$ cat src/rtl/res_st_alloc.sv
// Reservation-station slot allocator: clear walk after reset/flush, in-order dispatch slots, 4-entry issue windows.
// Optional occupancy statistics (hwm, stall_cnt) are built only when RES_ST_STATS_EN is defined.
module res_st_alloc #(
  parameter int unsigned DEPTH  = 16,
  parameter int unsigned WINDOW = 4,
  parameter int unsigned ADDR_W = $clog2(DEPTH)
) (
  input  logic              clk,
  input  logic              rst,
  input  logic              en,
  input  logic              flush,
  input  logic              alloc_valid,
  output logic              alloc_ready,
  output logic              wr_en,
  output logic [ADDR_W-1:0] wr_addr,
  output logic              wr_clear,
  input  logic              win_retire,
  output logic [ADDR_W-1:0] win_base,
  output logic              win_ready,
  output logic [ADDR_W:0]   count,
  output logic              full,
  output logic              empty,
  output logic              retire_err,
  output logic [ADDR_W:0]   hwm,
  output logic [31:0]       stall_cnt
);

  typedef logic [ADDR_W-1:0] res_st_addr_t;
  typedef enum logic [1:0] {ST_INIT, ST_RUN, ST_FLUSH} state_t;

  localparam logic [ADDR_W:0]   DEPTH_C = (ADDR_W+1)'(DEPTH);
  localparam logic [ADDR_W:0]   WIN_C   = (ADDR_W+1)'(WINDOW);
  localparam res_st_addr_t      WIN_A   = ADDR_W'(WINDOW);
  localparam res_st_addr_t      LAST_A  = ADDR_W'(DEPTH - 1);

  state_t       state;
  res_st_addr_t head, tail, clr_ptr;
  logic         run, clearing, xfer, retire_ok, retire_bad, live;
  logic [ADDR_W:0] count_next;

  // Dispatch handshake, write port and window status are combinational from state.
  always_comb begin
    run         = (state == ST_RUN);
    clearing    = !run;
    live        = en && !flush;
    full        = (count == DEPTH_C);
    empty       = (count == '0);
    win_ready   = run && (count >= WIN_C);
    alloc_ready = run && live && !full;
    xfer        = alloc_valid && alloc_ready;
    retire_ok   = run && live && win_retire && (count >= WIN_C);
    retire_bad  = run && live && win_retire && (count < WIN_C);
    wr_en       = en && (clearing || xfer);
    wr_clear    = clearing;
    wr_addr     = clearing ? clr_ptr : tail;
    win_base    = head;
    count_next  = count + (ADDR_W+1)'(xfer) - (retire_ok ? WIN_C : '0);
  end

  always_ff @(posedge clk or negedge rst) begin
    if (!rst) begin
      state      <= ST_INIT;
      head       <= '0;
      tail       <= '0;
      clr_ptr    <= '0;
      count      <= '0;
      retire_err <= 1'b0;
    end else if (en) begin
      if (flush) begin
        state      <= ST_FLUSH;
        head       <= '0;
        tail       <= '0;
        clr_ptr    <= '0;
        count      <= '0;
        retire_err <= 1'b0;
      end else begin
        case (state)
          ST_INIT, ST_FLUSH: begin
            clr_ptr <= clr_ptr + 1'b1;
            if (clr_ptr == LAST_A) begin
              state <= ST_RUN;
              head  <= '0;
              tail  <= '0;
              count <= '0;
            end
          end
          ST_RUN: begin
            if (xfer)       tail       <= tail + 1'b1;
            if (retire_ok)  head       <= head + WIN_A;
            if (retire_bad) retire_err <= 1'b1;
            count <= count_next;
          end
          default: state <= ST_INIT;
        endcase
      end
    end
  end

`ifdef RES_ST_STATS_EN
  // High-water mark tracks the post-update occupancy; stall counter saturates.
  always_ff @(posedge clk or negedge rst) begin
    if (!rst) begin
      hwm       <= '0;
      stall_cnt <= '0;
    end else if (en) begin
      if (flush) begin
        hwm       <= '0;
        stall_cnt <= '0;
      end else if (run) begin
        if (count_next > hwm) hwm <= count_next;
        if (alloc_valid && !alloc_ready && (stall_cnt != 32'hFFFF_FFFF))
          stall_cnt <= stall_cnt + 32'd1;
      end
    end
  end
`else
  assign hwm       = '0;
  assign stall_cnt = '0;
`endif

endmodule
$ cat config.mk
export PLATFORM = sky130hd
export DESIGN_NAME = res_st_alloc
export DESIGN_NICKNAME = d
export VERILOG_FILES = /design/src/rtl/res_st_alloc.sv
export SDC_FILE = /design/constraint.sdc
export NUM_CORES = 1
export LEC_CHECK = 0
export ABC_AREA = 1
export ABC_CLOCK_PERIOD_IN_PS = 3800
export CORE_UTILIZATION = 35
export CTS_BUF_LIST = sky130_fd_sc_hd__clkbuf_8
export DETAILED_ROUTE_END_ITERATION = 7
export GPL_ROUTABILITY_DRIVEN = 0
export GPL_TIMING_DRIVEN = 0
export PLACE_DENSITY = 0.68
export SLEW_MARGIN = 20
export SYNTH_ARGS = -nofsm -noshare
export SYNTH_HDL_FRONTEND = slang
export SYNTH_SLANG_ARGS = --single-unit
export TNS_END_PERCENT = 10
$ cat constraint.sdc
create_clock -name clk -period 3.8 [get_ports clk]
set_input_delay 0.76 -clock clk [delete_from_list [all_inputs] [get_ports clk]]
set_output_delay 0.76 -clock clk [all_outputs]
set_load 0.03 [all_outputs]
# Word-level counts from Yosys, hierarchy flattened
# Cells that the tools add are included.
# word_totals
elab_cells,67
out_inout_bits,57
ff_bits,20
# op_classes
magnitude_cmp,2
reduce_logical,26
n_mux,20
add_sub_neg,5
eq_ne,8
# ops
cell,n
4-bit two-way mux,8
4-bit case mux with 2 select lines,2
5-bit two-way mux,2
5-bit case mux with 2 select lines,1
1-bit logical AND,9
3-bit AND reduction,3
"4-bit by 1-bit adder with 4-bit output, second input constant",2
4-bit AND reduction,2
"3-bit by 2-bit != test with 1-bit output, second input constant",2
2-bit nonzero test,3
5-bit by 1-bit adder with 5-bit output,1
"5-bit equality test, second input constant",1
"5-bit by 3-bit greater-or-equal comparator with 1-bit output, second input constant",1
5-bit logical NOT,1
"5-bit by 3-bit < comparator with 1-bit output, second input constant",1
5-bit by 3-bit subtractor with 5-bit output,1
"4-bit by 3-bit adder with 4-bit output, second input constant",1
"4-bit equality test, second input constant",1
2-bit two-way mux,2
2-bit case mux with 2 select lines,1
1-bit logical NOT,3
1-bit two-way mux,3
3-bit two-way mux,1
"3-bit != test, second input constant",1
other kinds (8),8

# Logic depth before layout (Yosys ltp)
# depth
word_depth,9
ltp_mapped,14
depth_no_buf,13

# Worst setup path before layout
# No wires, ideal clock.
# synth_path
kind,input port to output port
start,in flush
end,out wr_en
arrival_time_ps,1711
path_slack_ps,1329
cell_stages,6
required_time_ps,3040
cell_sequence,buf_6 inv_2 nand2_4 nor2_8 nand3_4 a21oi_1
# synth_between
elab_chain_cells,7
# synth_rtl
item,line,rtl
start: declaration,11,"input logic flush,"
1-bit logical NOT,45,live = en && !flush;
1-bit logical AND,45,
1-bit logical AND (2 in a row),49,alloc_ready = run && live && !full;
1-bit logical AND,50,xfer = alloc_valid && alloc_ready;
1-bit logical OR,53,wr_en = en && (clearing || xfer);
1-bit logical AND,53,
end: declaration,14,"output logic wr_en,"
# No other way between the ends.

# Final worst setup path
# layout_path
start,in en
end,out wr_en
# layout_between
elab_chain_cells,6
# layout_rtl
item,line,rtl
start: declaration,10,"input logic en,"
1-bit logical AND,45,
1-bit logical AND (2 in a row),49,
1-bit logical AND,50,
1-bit logical OR,53,
1-bit logical AND *,53,
# Every way passes the cells marked *; elsewhere a longest branch is shown, timed or not.

==> impl_metrics.json <==
{
  "synth.cell_area_mm2": 0.00152,
  "insertedDiodeCount": 0,
  "top_layer": "met4",
  "cts_buffers": 3,
  "fin_util_pct": 48.9,
  "worstSetupPathType": "primary input to primary output",
  "ant_nets": 0,
  "viasPerCell": 3.92,
  "wl_per_cell_um": 9.01,
  "io-pin-count": 63,
  "finalNetCount": 278,
  "track_usage_pct": 13.3,
  "rows": 23,
  "startpoint_type": "primary input",
  "peakVddDrop_v": 0.000143,
  "dr_wl_met3_um": 144,
  "async_flop_share_pct": 100,
  "ys_warn_count": 0,
  "clkSinkCount": 18,
  "wl_mm": 2.80,
  "setup_violations": 0,
  "cts.repair.resized": 0,
  "clk_latency_ns": 0.26,
  "dr.first_iter.drc_count": 19,
  "die_w_um": 67.9,
  "cpLargestDelayFamily": "buffers and inverters",
  "grt_max_degree": 19,
  "fmax_ghz": 0.294,
  "numPlacedInstances": 307,
  "crit_top_cell": "clkdlybuf4s50_1",
  "fin_cells": 311,
  "via_count": 1220,
  "ff2ff_setup_slack_ns": 1.74,
  "critPathRequiredTime_ns": 3.04,
  "grt_pass1_vias": 999,
  "slew_headroom_pct": 43.2,
  "cts_tree": "built",
  "final_max_slew_viol_count": 0,
  "ys_seq_area_share_pct": 29.7,
  "dr_wl_met2_mm": 1.32,
  "power.total_mw": 0.504,
  "worstPathArrival_ns": 2.64,
  "clockRootBuffer": "clkbuf_8",
  "antenna_found_initial": 0,
  "path_cells": "clkdlybuf4s50_1, nand2_4, nor2_8, nand3_4, a21oi_1, clkdlybuf4s50_1",
  "postSynthAreaPerCell_um2": 7.70,
  "holdWs_ns": 0.483,
  "grt_pass1_wl_mm": 4.56,
  "floorplan.core_area_mm2": 0.00409,
  "io_buffer_count": 22,
  "p_per_area_mw_per_mm2": 252,
  "mostFrequentLayoutCells": "nand2_1 (44), buf_4 (39), conb_1 (39)",
  "period_share_pct": 89.4,
  "final_hold_viol_count": 0,
  "synth_ff_type": "dfrtp_1",
  "min_path_type": "register to register",
  "rsz0062_at_grt": "false",
  "ys_ff_latch": 18,
  "critPathMaxFanout": 7,
  "die_area_mm2": 0.00460,
  "finalClockSkew_ns": 0.00271,
  "route.detailed.drc": 0,
  "worstMarginPinSlew_ns": 0.850,
  "final_common_cell": "nand2_1",
  "end_kind": "primary output",
  "postCtsSetupRepairBufs": 0,
  "fin_tns_setup_ns": 0,
  "path_buf_inv": 2,
  "routedLengthMet1_mm": 1.29,
  "clock_path_buffers": 2,
  "start_util_pct": 37.1,
  "overflow": 0,
  "status": "finished, final reports clean",
  "htreeDepth": 1,
  "crit_path_max_incr_delay_ns": 0.69,
  "dp_hpwl_mm": 2.26,
  "maxCapViolations": 0,
  "synth_edf_count": 0,
  "synth_cell_types": 29,
  "syn_to_final_growth_pct": 31.7,
  "synthCells": 197,
  "final.min_clock_period_ns": 3.40,
  "p_leak_nw": 1.14,
  "drive_gt1_share_pct": 23.0,
  "die_y_um": 67.9,
  "cp_slowest_cell": "clkdlybuf4s50_1",
  "clkTransAtPathRegs_ns": 0.07,
  "drt-pass1-iter-count": 4,
  "postCtsHoldBufs": 0
}
logic make-up (layout without fill, tap and decap cells):
kind of cell,count (synthesis),after routing,share of synthesized area (%)
xor gates and xnor gates,4,4,2.31
adders and majority gates,10,10,8.24
DFF,18,18,29.7
other,1,39,0.247
and+or+nand+nor,85,85,26.8
AOI/OAI and AO/OA,15,15,6.27
buffers and inverters,64,90,26.5
synthesized netlist by cell type, drive strengths merged (2+ instances only):
| cell type | count | share of area [%] |
|---|---|---|
| o21ai | 5 | 1.9 |
| inv | 23 | 5.7 |
| nand2 | 49 | 13 |
| xnor2 | 3 | 1.7 |
| buf | 41 | 21 |
| or2 | 2 | 0.82 |
| nor2 | 17 | 5.9 |
| nand3 | 15 | 6.1 |
| dfrtp | 18 | 30 |
| a21oi | 2 | 0.66 |
| o22ai | 4 | 1.6 |
| ha | 10 | 8.2 |
| nor3 | 2 | 0.66 |
flip-flops by register name (all words and copies together), names as in the netlist:
name,count
win_base,2
clr_ptr,4
retire_err,1
tail,4
state,2
count,5
power by group:
group	internal [mW]	leakage, nW	switching (mW)
Sequential	0.197	0.247	0.00614
Combinational	0.0501	0.861	0.0899
Clock	0.0922	0.0288	0.0680
worst register-to-register path: cells and delay by family (launching register included):
kind,cells,cell delay (ns)
adder cells (fa/ha/maj),3,0.81
AND/OR/NAND/NOR,6,0.50
flip-flops,1,0.42
AO/OA/AOI/OAI,1,0.15
buffers and inverters,1,0.07
metal layers:
layer	up-vias	track usage (%)
met5	-	0
met4	0	5.47
met3	5	2.17
met2	37	20.7
met1	509	18.4
li1	669	-
final cells by class:
class,instances,area [um^2]
buffer,41,315
clock buffer,4,55.1
fill,415,2090
inverter,23,86.3
multi-input combinational,153,808
sequential,18,450
tap,50,62.6
timing repair buffer,22,220
stage by stage:
step                      setup WS [ns]  cell area (um^2)
after floorplan                    1.33              1660
after global placement            0.396              1940
after detailed placement          0.419              1940
after CTS                         0.406              2000
after global routing              0.334              2000
final                             0.404              2000
path summary, 6_finish.rpt:
check	startpoint	to	cells past startpoint
min in group asynchronous	rst	count[4]$_DFFE_PN0P_	1
max in group asynchronous	rst	tail[0]$_DFFE_PN0P_	1
worst min register to register	tail[3]$_DFFE_PN0P_	tail[3]$_DFFE_PN0P_	2
worst min-delay path	tail[3]$_DFFE_PN0P_	tail[3]$_DFFE_PN0P_	2
worst max-delay path	en	wr_en	6
worst max register to register	count[4]$_DFFE_PN0P_	count[4]$_DFFE_PN0P_	11
Power figures use the tool's default switching activity.
